## src/rtl/plic_gateway_array.sv

```systemverilog
// Multi-source PLIC interrupt gateway: per-source level/edge qualification,
// saturating edge-request counting and an ID-addressed claim/complete handshake.
module plic_gateway_array #(
    parameter int unsigned SRC_NUM   = 8,
    parameter int unsigned CNT_WIDTH = 4,
    parameter int unsigned ID_WIDTH  = $clog2(SRC_NUM + 1)
) (
    input  logic                 clk_i,
    input  logic                 rst_n_i,
    input  logic [SRC_NUM-1:0]   irq_i,
    input  logic [SRC_NUM-1:0]   tm_i,
    input  logic [SRC_NUM-1:0]   pol_i,
    input  logic [CNT_WIDTH-1:0] tnm_i,
    input  logic                 claim_vld_i,
    input  logic [ID_WIDTH-1:0]  claim_id_i,
    input  logic                 comp_vld_i,
    input  logic [ID_WIDTH-1:0]  comp_id_i,
    output logic [SRC_NUM-1:0]   ip_o,
    output logic [SRC_NUM-1:0]   busy_o,
    output logic [SRC_NUM-1:0]   ovf_o
);

    typedef enum logic [1:0] {
        ST_IDLE    = 2'd0,
        ST_PEND    = 2'd1,
        ST_CLAIMED = 2'd2
    } gw_state_e;

    // A programmed limit of zero behaves as a limit of one.
    logic [CNT_WIDTH-1:0] lim;
    assign lim = (tnm_i == '0) ? CNT_WIDTH'(1) : tnm_i;

    for (genvar gi = 0; gi < SRC_NUM; gi++) begin : g_ch
        localparam logic [ID_WIDTH-1:0] CH_ID = ID_WIDTH'(gi + 1);

        gw_state_e            state;
        logic                 act;
        logic                 act_q;
        logic                 edge_det;
        logic                 claim_hit;
        logic                 comp_hit;
        logic                 consume;
        logic                 ovf_c;
        logic                 ip_r;
        logic                 busy_r;
        logic                 ovf_r;
        logic [CNT_WIDTH-1:0] cnt;
        logic [CNT_WIDTH-1:0] cnt_nxt;

        assign act       = irq_i[gi] ^ pol_i[gi];
        assign edge_det  = act & ~act_q;
        assign claim_hit = claim_vld_i && (claim_id_i == CH_ID);
        assign comp_hit  = comp_vld_i && (comp_id_i == CH_ID);
        assign consume   = claim_hit && (state == ST_PEND);

        // Next request count; an edge coinciding with a consume cancels out.
        always_comb begin
            cnt_nxt = cnt;
            ovf_c   = 1'b0;
            if (!tm_i[gi]) begin
                cnt_nxt = '0;
            end else if (edge_det && !consume) begin
                if (cnt < lim) begin
                    cnt_nxt = cnt + CNT_WIDTH'(1);
                end else begin
                    ovf_c = 1'b1;
                end
            end else if (consume && !edge_det && (cnt != '0)) begin
                cnt_nxt = cnt - CNT_WIDTH'(1);
            end
        end

        // Gateway FSM with outputs registered alongside the state.
        always_ff @(posedge clk_i) begin
            if (!rst_n_i) begin
                state  <= ST_IDLE;
                act_q  <= 1'b0;
                cnt    <= '0;
                ovf_r  <= 1'b0;
                ip_r   <= 1'b0;
                busy_r <= 1'b0;
            end else begin
                act_q <= act;
                cnt   <= cnt_nxt;
                ovf_r <= ovf_c;
                case (state)
                    ST_IDLE: begin
                        if ((!tm_i[gi] && act) || (tm_i[gi] && (cnt_nxt != '0))) begin
                            state <= ST_PEND;
                            ip_r  <= 1'b1;
                        end
                    end
                    ST_PEND: begin
                        if (claim_hit) begin
                            state  <= ST_CLAIMED;
                            ip_r   <= 1'b0;
                            busy_r <= 1'b1;
                        end
                    end
                    ST_CLAIMED: begin
                        if (comp_hit) begin
                            state  <= ST_IDLE;
                            busy_r <= 1'b0;
                        end
                    end
                    default: begin
                        state  <= ST_IDLE;
                        ip_r   <= 1'b0;
                        busy_r <= 1'b0;
                    end
                endcase
            end
        end

        assign ip_o[gi]   = ip_r;
        assign busy_o[gi] = busy_r;
        assign ovf_o[gi]  = ovf_r;
    end

endmodule

```

## config.mk

```make
export PLATFORM = sky130hd
export DESIGN_NAME = plic_gateway_array
export DESIGN_NICKNAME = d
export VERILOG_FILES = /design/src/rtl/plic_gateway_array.sv
export SDC_FILE = /design/constraint.sdc
export NUM_CORES = 1
export LEC_CHECK = 0
export BUFFER_PORTS_ARGS = -buffer_cell sky130_fd_sc_hd__buf_2
export CORE_MARGIN = 1
export CORE_UTILIZATION = 35
export DETAILED_ROUTE_END_ITERATION = 10
export PLACE_DENSITY_LB_ADDON = 0.3
export SLEW_MARGIN = 10
export SYNTH_ARGS = -nofsm -noshare
export SYNTH_HDL_FRONTEND = slang
export SYNTH_SLANG_ARGS = --single-unit
export TNS_END_PERCENT = 50
```

## constraint.sdc

```tcl
create_clock -name clk_i -period 3.7 [get_ports clk_i]
set_clock_uncertainty 0.2 [all_clocks]
set_input_delay 0.37 -clock clk_i [delete_from_list [all_inputs] [get_ports clk_i]]
set_output_delay 0.37 -clock clk_i [all_outputs]
set_load 0.02 [all_outputs]
```

Word-level counts from Yosys, hierarchy flattened
Cells that the tools add are included.
- bits in registers: 80
- input bits: 40
- output and inout port bits: 24
- word-level logic and storage cells: 442
- add/sub/neg operators: 16
- magnitude comparators: 8
- equal/unequal tests: 56
- muxes and demuxes: 121
- bitwise operators: 40
- reductions and logical operators: 153
- operators by type and width (kind ; number):
    $mux W4 ; 33
    $reduce_and A3 Y1 ; 32
    $logic_and A1 B1 Y1 ; 64
    $reduce_bool A4 Y1 ; 16
    $mux W2 ; 24
    $ne A2 B2 Y1 const B ; 24
    $pmux W1 S3 ; 16
    $pmux W2 S3 ; 8
    $mux W1 ; 40
    $add A4 B1 Y4 const B ; 8
    $eq A4 B3 Y1 const B ; 8
    $lt A4 B4 Y1 ; 8
    $sub A4 B1 Y4 const B ; 8
    $logic_not A1 Y1 ; 24
    $not A1 Y1 ; 24
    $eq A2 B1 Y1 const B ; 8
    $eq A2 B2 Y1 const B ; 8
    $eq A4 B2 Y1 const B ; 4
    $logic_not A2 Y1 ; 8
    $and A1 B1 Y1 ; 8
    $eq A4 B1 Y1 const B ; 2
    $eq A4 B4 Y1 const B ; 2
    $logic_or A1 B1 Y1 ; 8
    $xor A1 B1 Y1 ; 8
    $logic_not A4 Y1 ; 1

Longest topological paths before layout
Gate-level depths: netlist of the first run.
- depth in word-level cells: 13
- mapped depth: 10
- depth with buffers taken out: 10

Worst setup path after synthesis of the first run
Ideal clock, no wire load.
- path kind: input to register
- start: input port tnm_i[1]
- end: register g_ch[0].state[0]
- setup time: 0.114 ns
- arrival time: 2.462 ns
- required time: 3.386 ns
- setup slack: 0.924 ns
- stages: 10
- path buffers: 0
- path through: inv_1 > ha_1 > o21a_1 > o21a_1 > a211oi_1 > a22oi_1 > xor2_1 > a31oi_1 > nor3_1 > a2111oi_0
- word-level cells in the longest chain between the ends: 11
- RTL lines (item ; line ; RTL):
    start, declared ; 13 ; input logic [CNT_WIDTH-1:0] tnm_i,
    $logic_not A4 Y1 ; 31 ; assign lim = (tnm_i == '0) ? CNT_WIDTH'(1) : tnm_i;
    $mux W4 * ; 31 ;
    $lt A4 B4 Y1 * ; 63 ; if (cnt < lim) begin
    $mux W4 * ; 63 ;
    $mux W4 * ; 62 ; end else if (edge_det && !consume) begin
    $mux W4 * ; 60 ; if (!tm_i[gi]) begin
    $reduce_bool A4 Y1 * ; 88 ; if ((!tm_i[gi] && act) || (tm_i[gi] && (cnt_nxt != '0))) begin
    $logic_and A1 B1 Y1 * ; 88 ;
    $logic_or A1 B1 Y1 * ; 88 ;
    $ne A2 B2 Y1 (no line) * ; -- ;
    $reduce_and A3 Y1 (no line) * ; -- ;
    end signal, assigned ; 89 ; state <= ST_PEND;
    end signal, assigned ; 95 ; state <= ST_CLAIMED;
    end signal, assigned ; 102 ; state <= ST_IDLE;
    end, declared ; 36 ; gw_state_e state;
Mark *: on every way between the ends. The rest lies on a longest branch, timed or not.
A chain may end at the register's enable or synchronous reset.

Final worst setup path of the first run
Same ends and word-level chain as after synthesis.

==> results, run 1 <==
- The number of cells upsized or downsized after cts is 0.
- STA classifies the critical path endpoint as a register.
- Among all flip-flop cells after synthesis, the most frequent one is dfxtp_1.
- The nature of the critical path startpoint is a primary input.
- The share of the Yosys chip area taken by registers is 0.314.
- The first-pass GRT wire length is about 21000 um.
- The first-pass detailed-route iteration total is 5.
- The flow ran to the end, and the final reports show no timing, DRC or antenna violations.
- Across the VDD grid, the largest voltage drop is ~210 uV.
- The areal power density over the cells is a little over 400 nW/um2.
- In this run the remaining antenna-violating nets after routing total 0.
- After detailed routing, the number of remaining DRC violations is 0.
- The depth of the worst register-to-register path is 9.
- Summed over all nets, the switching power comes to a little under 700 uW.
- The combined area of all synthesized cells is about 5100 um2.
- The data required time of the worst path is approximately 3.7 ns.
- The number of clock sinks is 80.
- The routed via count is between 4000 and 5000.
- For the pin with the worst max-slew slack, the measured transition is about 0.71 ns.
- The synthesized net count is between 700 and 800.
- The synthesized netlist cell count is 622.
- The reg-to-reg setup timing slack is 0.79 ns.
- The routability congestion estimate from global placement is 0.818.
- The buffer depth of the longest clock path is 2.
- The netlist uses approximately 70 different library cells.
- For this design the top-level I/O count stands at 64.
- Post-CTS timing repair inserted 0 buffers for setup.
- The setup TNS after final layout is 0 ns.
- The total number of placement rows is 43.
- The number of antenna diodes in the final layout is 0.
- In this run the critical register-to-register path is captured at g_ch[0].state[0]$_SDFFE_PN0P_.
- The worst register-to-register path begins at g_ch[0].cnt[1]$_SDFF_PN0_.
- The arrival time of data at the critical path endpoint is 3.07 ns.
- Setup repair after global routing left no endpoint under its margin.
- Relative to the synthesized area, the layout overhead comes to 13.0%.
- Of the total power, registers draw 0.410.
- The final cell utilization of the core is 0.411.
- In this run, the number of DRC markers left after iteration 0 of detailed routing was between 200 and 300.
- The clock tree from TritonCTS is built.
- The number of antenna violations at the first check in global routing is 0.
- After detailed routing, the average wire length per cell comes to around 15 um.
- The global router's overall resource usage is 0.179.
- The final hold violation count is 0.
- The final-report setup violation count is 0.
- The number of warnings issued by yosys is 0.
- The post-route minimum period is slightly above 3 ns.
- The later-pin clock latency in the skew report is roughly 0.35 ns.
- The estimated wirelength of the detail-placed design is 9540 um.
- In this run the mean area of a mapped cell was 8.21 um2.
- The non-filler instance count after layout is ~850.
- The final-layout worst hold slack is ~0.11 ns.
- Counting the buffers created by CTS gives 9.
- The start point of the worst min-delay path is irq_i[3].
- The clock edge transition at the registers on the reported setup and hold paths is around 0.060 ns.
- The vias per cell is approximately 5.4.
- The worst hold path terminates at g_ch[3].act_q$_SDFF_PN0_.
- The die span in x is 123 um.
- Entering global routing, the biggest net connects 37 pins.
- The count of input and output buffers is between 60 and 70.
- The worst hold path passes through 3 cells.
- The power share of the combinational group is 0.177.
- After floorplanning, the core was sized to cover around 14000 um2.
- The H-tree depth is 3.
- The tool flagged a number of max-cap violations equal to 0.
- The maximum frequency from static timing analysis is roughly 330 MHz.
- In the finished design, the share of the clock period the worst path needs comes to 0.823.
- The number of nets in the final layout is 746.
- Summed over all layers, the global routing overflow is 0.
- The number of global-route vias before repair was between 4000 and 5000.
- The total of hold buffers inserted after clock tree synthesis is 0.
- In the final layout, the share of cells above drive strength 1 is 0.143.
- The height of the die is approximately 120 um.
- The critical path launch point is tnm_i[1].
- The count of pins over their slew limit was 0.
- Of the total power, the share spent switching nets is 0.287.
- For this run, asynchronously set or reset flops after synthesis account for 0.
- The worst hold path class is in -> reg.
- The routed design has roughly 13000 um of wire.
- After detailed placement, the design holds a cell count of ~840.
- The total die area is ~15000 um2.
- The worst relative slew slack is 0.527.
- The power share of the clock group is 0.413.
- The initial cell density of the core is 0.364.
- The leakage power summed over all cells is 2.36 nW.
- The total internal power is approximately 1.7 mW.
- The root buffer cell chosen for the clock tree is clkbuf_16.
- Counting flops and latches in the post-synthesis netlist gives 80.
- The synthesized design contains 0 enable-type register cells.
- The worst setup path is of the in -> reg kind.
- In this run the worst path has a maximum fanout of 8.
## through the flow
step / total power, mW / cell area, um2 / worst slack, ns
final: 2.35 / 5770 / 0.656
after detailed placement: 1.39 / 5450 / 0.341
after global placement: 1.38 / 5450 / 0.449
after CTS: 2.38 / 5770 / 0.679
after global routing: 2.47 / 5770 / 0.343
after floorplan: 1.28 / 5110 / 0.924
## kinds of logic (layout without fill, tap and decap cells)
logic type,count (synthesis),after routing,synth area share
flip-flops,80,80,0.314
AND/OR/NAND/NOR,208,208,0.213
buffers and inverters,84,133,0.0811
multiplexers,8,8,0.0164
adder cells (fa/ha/maj),40,40,0.0980
AO/OA/AOI/OAI,173,173,0.228
XOR/XNOR,29,29,0.0497
## area by class of cell
cell class | count | area [um2]
fillers | 1392 | 8270
multi-input cells | 458 | 3090
flip-flops and latches | 80 | 1600
repair buffers | 67 | 345
clock buffers | 9 | 225
well taps | 180 | 225
inverters | 50 | 188
clock inverters | 7 | 96.3
## cells in the mapped netlist (3+ instances only)
cell	count	area (um2)
a41oi_1	3	26.3
a221oi_1	6	52.6
mux2i_1	5	50.1
dfxtp_1	80	1600
mux2_2	3	33.8
nor2_1	57	214
and2_1	6	37.5
and3b_1	5	43.8
nand3_1	11	55.1
buf_4	24	180
o311ai_0	4	35.0
xnor2_1	21	184
a211oi_1	13	97.6
a21o_1	5	37.5
a2111oi_0	4	35.0
xor2_1	8	70.1
a21oi_1	41	205
nor3_1	24	120
o21ai_1	3	15.0
a311oi_1	4	35.0
o211ai_1	6	45.0
a211o_1	3	26.3
a22oi_1	4	30.0
or3_1	5	31.3
o31ai_1	3	22.5
inv_1	49	184
o21a_1	12	90.1
nor2b_1	5	31.3
o21ai_0	31	155
and3_1	14	87.6
nand3b_1	3	22.5
clkbuf_1	6	22.5
nand2_1	46	173
nor3b_1	8	60.1
a31oi_1	10	62.6
ha_1	40	500
nand2b_1	4	25.0
nand4bb_1	3	33.8
## sequential cells by signal, indices dropped and copies added, names as in the netlist
| name | flops |
|---|---|
| g_ch.act_q | 8 |
| g_ch.busy_r | 8 |
| g_ch.ip_r | 8 |
| g_ch.ovf_r | 8 |
| g_ch.state | 16 |
| g_ch.cnt | 32 |
## worst max-delay path, stage by stage
cell and delay, ns:
buf_2 0.11, inv_1 0.34, ha_1 0.32, o21a_1 0.16, o21a_1 0.18, a211oi_1 0.54, a22oi_1 0.21, xor2_1 0.20
a31oi_1 0.22, nor3_1 0.07, a2111oi_0 0.35
## how the worst max path moves through the flow
stage	to	slack (ns)	depth (start not counted)
global placement	g_ch[2].ip_r$_SDFFE_PN0P_	0.45	10
finish	g_ch[0].state[0]$_SDFFE_PN0P_	0.66	11
detailed placement	g_ch[5].state[0]$_SDFFE_PN0P_	0.34	11
global route	g_ch[0].state[0]$_SDFFE_PN0P_	0.34	11
CTS	g_ch[0].state[0]$_SDFFE_PN0P_	0.68	11
floorplan	g_ch[0].state[0]$_SDFFE_PN0P_	0.92	10
## power groups by stage
| stage | combinational [mW] | clock [mW] | sequential [mW] |
|---|---|---|---|
| finish | 0.416 | 0.968 | 0.962 |
| global route | 0.464 | 1.03 | 0.969 |
| CTS | 0.416 | 0.998 | 0.962 |
| detailed placement | 0.413 | 0 | 0.981 |
| global placement | 0.404 | 0 | 0.978 |
| floorplan | 0.320 | 0 | 0.963 |
## layout by cell type, fill, tap and decap left out, types with 4 or more instances in the layout
cell,count
a22oi_1,4
a21o_1,5
o211ai_1,6
a31oi_1,10
buf_2,63
nor3b_1,8
clkbuf_16,9
xnor2_1,21
nor3_1,24
nor2b_1,5
nor2_1,57
o21a_1,12
or3_1,5
dfxtp_1,80
buf_4,4
ha_1,40
xor2_1,8
a221oi_1,6
nand2_1,46
inv_1,49
o21ai_0,31
mux2i_1,5
nand3_1,11
a21oi_1,41
and3b_1,5
and3_1,14
o311ai_0,4
and2_1,6
a2111oi_0,4
a211oi_1,13
a311oi_1,4
nand2b_1,4
## per-layer routing
metal / vias up / wire length (um) / global-route usage
met3: 12 / 693 / 0.0446
met1: 2170 / 6210 / 0.235
li1: 2328 / - / -
met4: 0 / 108 / 0.0495
met2: 126 / 5830 / 0.291
met5: - / 0 / 0
No activity file was read; power rests on OpenSTA's default activity.
==> run 2: changes to the inputs <==
==> constraint.sdc (replaced) <==
create_clock -name clk_i -period 2.9 [get_ports clk_i]
set_clock_uncertainty 0.2 [all_clocks]
set_input_delay 0.29 -clock clk_i [delete_from_list [all_inputs] [get_ports clk_i]]
set_output_delay 0.29 -clock clk_i [all_outputs]
set_load 0.02 [all_outputs]
==> run 2 against run 1 <==
Die area unchanged. Flip-flop and latch count stayed put. Clock-buffer cell count is 5 higher. Sequential power rose by 28%. Largest power group is now sequential cells. Non-clock buffer count is 35 higher. Critical path type is now reg -> reg. Register-to-register slack lost 0.61 ns. First-iteration DRC count increased by 20%. Via count is 3.6% higher. Clock power grew 27%. Sequential share of layout area is 1.3 points lower.
==> results, run 2 (synthesized netlist as in run 1, its figures left out) <==
- The run finished with clean final reports.
- The most common cell after layout, fill and taps aside is dfxtp_1.
- The power share of the clock group is 0.405 (-0.008).
- The first-pass GRT wire length was 22300 um (+6.9%).
- The setup TNS after final layout came to 0 ns (unchanged).
- The total die area is 15100 um2 (unchanged).
- The critical path starts at g_ch[3].cnt[1]$_SDFF_PN0_.
- The clock tree from TritonCTS is built.
- The data required time of the worst path was 2.93 ns (-0.80 ns).
- The post-CTS setup buffer count is 0 (unchanged).
- The number of clock sinks is 80 (unchanged).
- The clock edge transition at the registers on the reported setup and hold paths is 0.06 ns (about the same).
- The final total power was 3.03 mW (+29%).
- The library cells used most frequently in the layout, excluding fill and tap cells, are dfxtp_1, buf_2, nor2_1.
- The number of antenna violations at the first check in global routing is 0 (unchanged).
- The worst register-to-register path ends at g_ch[3].state[0]$_SDFFE_PN0P_.
- The count of pins on the block boundary is 64 (unchanged).
- The pin count of the biggest net entering global routing is 36 (-2.7%).
- The synthesis-to-finish area growth is 18.6%.
- The final hold violation count is 0 (unchanged).
- The final routed wire length divided by cell count was 15.1 um (about the same).
- The routed design could run at a clock period as short as about 2.7 ns.
- The initial cell density of the core was 0.364 (unchanged).
- The routed via count is 4805 (+3.6%).
- The final-report setup violation count was 0 (unchanged).
- The maximum fanout along the worst path came to 8 (unchanged).
- The leakage power summed over all cells is 2.54 nW (+7.5%).
- The nature of the critical path startpoint is a register.
- The final cell utilization of the core is 0.431 (+0.0201).
- The part of the power in registers is 0.405 (-0.005).
- In this run the critical register-to-register path is launched from g_ch[3].cnt[1]$_SDFF_PN0_.
- The top register by number of flip-flops is g_ch.cnt.
- The arrival time of data at the critical path endpoint is 2.76 ns (-0.31 ns).
- The final worst setup slack is 0.176 ns (-0.479 ns).
- In the final layout, the registers with the most flip-flops are g_ch.cnt (32), g_ch.state (16).
- The reported net switching power is 851 uW (+26%).
- The areal power density over the cells is 500 nW/um2 (+23%).
- The worst setup path endpoint is g_ch[3].state[0]$_SDFFE_PN0P_.
- The first-pass detailed-route iteration total was 5 (unchanged).
- The actual slew at the worst max-slew pin is 0.659 ns (-0.0481 ns).
- In the finished design, the share of the clock period the worst path needs comes to 0.939.
- The setup path with the least slack is of type reg -> reg.
- The category of the worst setup path capture point is a register.
- The ratio of cells with drive above 1 in the final layout is 0.187 (+0.0439).
- The total internal power came to 2.17 mW (+30%).
- The pre-CTS setup slack was -0.107 ns (-0.449 ns).
- The count of antenna-violating nets left after detailed routing is 0 (unchanged).
- The total number of placement rows is 43 (unchanged).
- The flip-flop count of the largest register, all copies and words added came to 32 (unchanged).
- The switching part of the total power was 0.281 (-0.00592).
- The die span in x is 123 um (unchanged).
- Clock tree synthesis selected as its root buffer the cell clkbuf_16.
- The global route total overflow is 0 (unchanged).
- The vias per cell was 5.42 (-0.45%).
- The later-pin clock latency in the skew report is 0.35 ns (about the same).
- The estimated wirelength of the detail-placed design is 10100 um (+6.0%).
- The worst relative slew slack is 0.560 (+0.0322).
- The number of antenna cells inserted is 0 (unchanged).
- The highest ir drop seen on vdd was 289 uV (+36%).
- The number of nets in the final layout is 781 (+4.7%).
- The global router's overall resource usage was 0.190 (+0.0106).
- The CTS buffer count is 9 (unchanged).
- The reg-to-reg setup timing slack came to 0.18 ns (-0.61 ns).
- The height of the die is 123 um (unchanged).
- The buffer depth of the longest clock path is 2 (unchanged).
- The total of hold buffers inserted after clock tree synthesis is 0 (unchanged).
- The count of input and output buffers came to 63 (unchanged).
- Setup repair after global routing left no endpoint under its margin.
- The maximum frequency from static timing analysis is 367 MHz.
- The number of global-route vias before repair is 4646 (+7.0%).
- The power share of the combinational group is 0.189 (+0.012).
- The detailed-route DRC error count came to 0 (unchanged).
- The worst hold path class is in -> reg.
- The initial DRC count is 330 (+20%).
- The final wirelength is 13400 um (+4.1%).
- The post-detailed-placement cell area is 5730 um2 (+5.1%).
- The routability congestion estimate from global placement is 0.844 (+3.2%).
- The final instance area is 6050 um2 (+4.9%).
- The depth of the worst register-to-register path is 8 (-1).
- The H-tree depth is 3 (unchanged).
- The total core area is 14000 um2 (unchanged).
- The number of max-capacitance violations reported came to 0 (unchanged).
- The count of pins over their slew limit came to 0 (unchanged).
[run 2: power groups by stage]
| stage | Clock (mW) | Sequential [mW] | Combinational (mW) |
|---|---|---|---|
| 6_report | 1.23 | 1.23 | 0.572 |
| 5_1_grt | 1.30 | 1.24 | 0.636 |
| 4_1_cts | 1.26 | 1.23 | 0.570 |
| 3_5_place_dp | 0 | 1.25 | 0.567 |
| 3_3_place_gp | 0 | 1.25 | 0.552 |
| 2_1_floorplan | 0 | 1.23 | 0.408 |
[run 2: worst min-delay path by stage]
stage               cells past startpoint  slack [ns]                   endpoint                      start
detailed placement                      2        0.25  g_ch[2].ip_r$_SDFFE_PN0P_  g_ch[2].ip_r$_SDFFE_PN0P_
CTS                                     3        0.03   g_ch[3].act_q$_SDFF_PN0_                   irq_i[3]
global route                            3        0.05   g_ch[3].act_q$_SDFF_PN0_                   irq_i[3]
finish                                  3        0.03   g_ch[3].act_q$_SDFF_PN0_                   irq_i[3]
floorplan                               2        0.23  g_ch[7].cnt[1]$_SDFF_PN0_                    tm_i[7]
global placement                        2        0.25  g_ch[0].ip_r$_SDFFE_PN0P_  g_ch[0].ip_r$_SDFFE_PN0P_
[run 2: through the flow]
stage                     std cells  hold WS (ns)
after detailed placement        870         0.248
final                           886        0.0342
after floorplan                 622         0.231
after global placement          870         0.252
after global routing            886        0.0506
after CTS                       886        0.0272
[run 2: critical path, cell delays in order, from the launching register on]
cell and delay [ns]:
dfxtp_1 0.47, ha_1 0.29, o21a_1 0.16, a21o_1 0.17, a2111oi_0 0.49, nor3_1 0.07
nand3b_1 0.19, and3_1 0.19, a2111oi_1 0.37
[run 2: area by class of cell]
| class | instances | area, um2 |
|---|---|---|
| Fill cell | 1383 | 7990 |
| Multi-Input combinational cell | 458 | 3100 |
| Sequential cell | 80 | 1600 |
| Timing Repair Buffer | 102 | 621 |
| Clock buffer | 14 | 284 |
| Tap cell | 180 | 225 |
| Inverter | 50 | 191 |
| Clock inverter | 2 | 35.0 |
[run 2: metal layers]
layer	wire length, um	GRT usage
met1	6210	0.237
met2	6170	0.315
met3	694	0.0451
met4	300	0.0747
met5	0	0
[run 2: timing repair]
action / 4_1_cts / 5_1_grt
resized for setup: 0 / 4
hold endpoints to repair: 0 / 0
endpoints found under the setup margin: 0 / 2
==> run 3: changes to the inputs <==
--- a/config.mk
+++ b/config.mk
@@ -9,7 +9,7 @@
 export CORE_MARGIN = 1
 export CORE_UTILIZATION = 35
 export DETAILED_ROUTE_END_ITERATION = 10
-export PLACE_DENSITY_LB_ADDON = 0.3
+export HOLD_SLACK_MARGIN = 0.05
 export SLEW_MARGIN = 10
 export SYNTH_ARGS = -nofsm -noshare
 export SYNTH_HDL_FRONTEND = slang
==> run 3 against run 2 <==
Routed wire length grew 0.42%. Hold slack improved by 0.018 ns. First-iteration DRC count down 23%. Combinational power is 2% higher.
==> results, run 3 (synthesized netlist as in run 1, its figures left out) <==
- The maximum fanout along the worst path is 8 (unchanged).
- The maximum frequency from static timing analysis is 364 MHz (-0.95%).
- The class of the most critical setup path is reg -> reg.
- The actual slew at the worst max-slew pin is 0.774 ns (+0.115 ns).
- The final total power is 2.88 mW (-4.8%).
- The final-layout worst hold slack is 0.0523 ns (+0.0181 ns).
- The count of pins on the block boundary is 64 (unchanged).
- Relative to the synthesized area, the layout overhead comes to 19.1%.
- The number of antenna cells inserted is 0 (unchanged).
- The root cell of the clock tree is clkbuf_16.
- The flip-flop count of the largest register, all copies and words added is 32 (unchanged).
- The count of pins over their slew limit is 0 (unchanged).
- The number of clock sinks was 80 (unchanged).
- The flow ran to the end, and the final reports show no timing, DRC or antenna violations.
- In the final layout, the registers with the most flip-flops are g_ch.cnt (32), g_ch.state (16).
- The highest ir drop seen on vdd is 277 uV (-4.1%).
- The number of fill cells in the layout is 1368 (-1.1%).
- In this run the worst hold path is classified as in -> reg.
- The initial cell density of the core was 0.364 (unchanged).
- The top register by number of flip-flops is g_ch.cnt.
- The final wirelength is 13400 um (+0.42%).
- The final clock period utilization by the worst path is 0.948 (+0.00901).
- The first-pass GRT wire length came to 21900 um (-1.8%).
- The worst relative slew slack was 0.483 (-0.0769).
- The height of the die is 123 um (unchanged).
- The die span in x came to 123 um (unchanged).
- The initial DRC count is 255 (-23%).
- The buffer depth of the longest clock path is 2 (unchanged).
- The sum of buffers and inverters on the critical path came to 0 (unchanged).
- The clock edge transition at the registers on the reported setup and hold paths is 0.06 ns (about the same).
- Walking the worst path, the cells encountered are ha_1 > o21a_1 > a21o_1 > a2111oi_1 > nor3_1 > nand3b_1 > and3_1 > a2111oi_1.
- The post-route minimum period is 2.75 ns (+0.0261 ns).
- Setup repair after global routing left no endpoint under its margin.
- The estimated wirelength of the detail-placed design is 10100 um (about the same).
- The leakage power summed over all cells is 2.55 nW (+0.61%).
- The cell family contributing the most delay on the critical path is compound AO/OA/AOI/OAI gates.
- The first-pass detailed-route iteration total was 5 (unchanged).
- The library cell used most frequently in the layout, excluding fill and tap cells, is dfxtp_1.
- The total core area was 14000 um2 (unchanged).
- The number of antenna violations at the first check in global routing is 0 (unchanged).
- The number of global-route vias before repair came to 4657 (+0.24%).
- The global router's overall resource usage was 0.187 (-0.00263).
- The vias per cell is 5.36 (-1.1%).
- The slowest stage of the critical path belongs to the cell dfxtp_1.
- The areal power density over the cells was 473 nW/um2 (-5.3%).
- The critical path's largest stage delay is 0.48 ns (about the same).
- The post-detailed-placement cell area is 5730 um2 (about the same).
- The ratio of cells with drive above 1 in the final layout is 0.180 (-0.00655).
- The nature of the critical path startpoint is a register.
- The post-CTS setup buffer count came to 0 (unchanged).
- The detailed-route DRC error count is 0 (unchanged).
- The top cell types in the final layout, fill and taps aside, are dfxtp_1, buf_2, nor2_1.
- The routability congestion estimate from global placement is 0.878 (+4.0%).
- The worst setup path is captured at a register.
- The count of input and output buffers is 63 (unchanged).
- TritonCTS built the clock tree.
- Counting stages on the worst path, the most repeated cell is a2111oi_1.
- The final routed wire length divided by cell count came to 15.0 um (-0.59%).
- The later-pin clock latency in the skew report is 0.34 ns (about the same).
- The number of nets in the final layout is 791 (+1.3%).
- The CTS buffer count is 9 (unchanged).
- The final instance area is 6080 um2 (+0.45%).
- The final hold violation count is 0 (unchanged).
- The routed via count is 4799 (-0.12%).
- The total number of placement rows is 43 (unchanged).
- The H-tree depth is 3 (unchanged).
- The final-report setup violation count is 0 (unchanged).
- The data required time of the worst path is 2.91 ns (-0.02 ns).
- The arrival time of data at the critical path endpoint is 2.76 ns (about the same).
- The global route total overflow is 0 (unchanged).
- The count of antenna-violating nets left after detailed routing came to 0 (unchanged).
- The pin count of the biggest net entering global routing came to 36 (unchanged).
- The total die area was 15100 um2 (unchanged).
- The number of max-capacitance violations reported is 0 (unchanged).
## run 3: cell types whose count changed in the layout (fill, tap and decap cells not counted), sizes merged
| cell | before | now |
|---|---|---|
| inv | 48 | 49 |
| dlygate4sd3 | 0 | 8 |
| buf | 102 | 104 |
| bufinv | 1 | 0 |
| clkinv | 2 | 1 |
| clkbuf | 14 | 15 |
| clkinvlp | 1 | 0 |
## run 3: metal layers
metal  routed length (um)  part of all wire  vias to the layer above  GRT usage
met1                 6350              0.47                     2244      0.238
met2                 6140              0.46                      119      0.309
met5                    0                 0                        -          0
met4                  224             0.017                        0     0.0595
li1                     -                 -                     2421          -
met3                  712             0.053                       15     0.0479
## run 3: report_power, final
group	switching, mW	internal (mW)	total (mW)
Sequential	0.0602	1.16	1.22
Combinational	0.327	0.256	0.583
Clock	0.447	0.624	1.07
Total	0.834	2.04	2.88
## run 3: what timing repair did
action | 4_1_cts | 5_1_grt
resized for setup | 0 | 3
endpoints found under the hold margin | 7 | 0
setup endpoints to repair | 0 | 3
hold buffers | 8 | 0
## run 3: final cells by class
type                            instances  area (um2)  share of cell area
Timing Repair Buffer                  112         703               0.116
Tap cell                              180         225              0.0370
Sequential cell                        80        1600               0.263
Inverter                               50         188              0.0309
Multi-Input combinational cell        458        3100               0.509
Clock buffer                           15         268              0.0440
## run 3: final timing paths
check,from,end,slack (ns),cells past startpoint
max reg2reg,g_ch[3].cnt[1]$_SDFF_PN0_,g_ch[3].state[0]$_SDFFE_PN0P_,0.15,8
max,g_ch[3].cnt[1]$_SDFF_PN0_,g_ch[3].state[0]$_SDFFE_PN0P_,0.15,8
min,pol_i[7],g_ch[7].act_q$_SDFF_PN0_,0.05,3
min reg2reg,g_ch[2].ip_r$_SDFFE_PN0P_,g_ch[2].ip_r$_SDFFE_PN0P_,0.26,2
## run 3: stage by stage
step           TNS [ns]   util  instances  setup slack (ns)
6_report              0  0.433        895             0.150
3_5_place_dp     -0.367  0.408        872            -0.102
5_1_grt               0  0.433        895            0.0165
4_1_cts               0  0.433        895             0.119
3_3_place_gp    -0.0288  0.408        872           -0.0282
2_1_floorplan         0      -        622             0.204
## run 3: worst register-to-register path, stage by stage, from the launching register on
cell       delay [ns]
dfxtp_1          0.48
ha_1             0.29
o21a_1           0.17
a21o_1           0.17
a2111oi_1        0.45
nor3_1           0.07
nand3b_1         0.18
and3_1           0.19
a2111oi_1        0.42
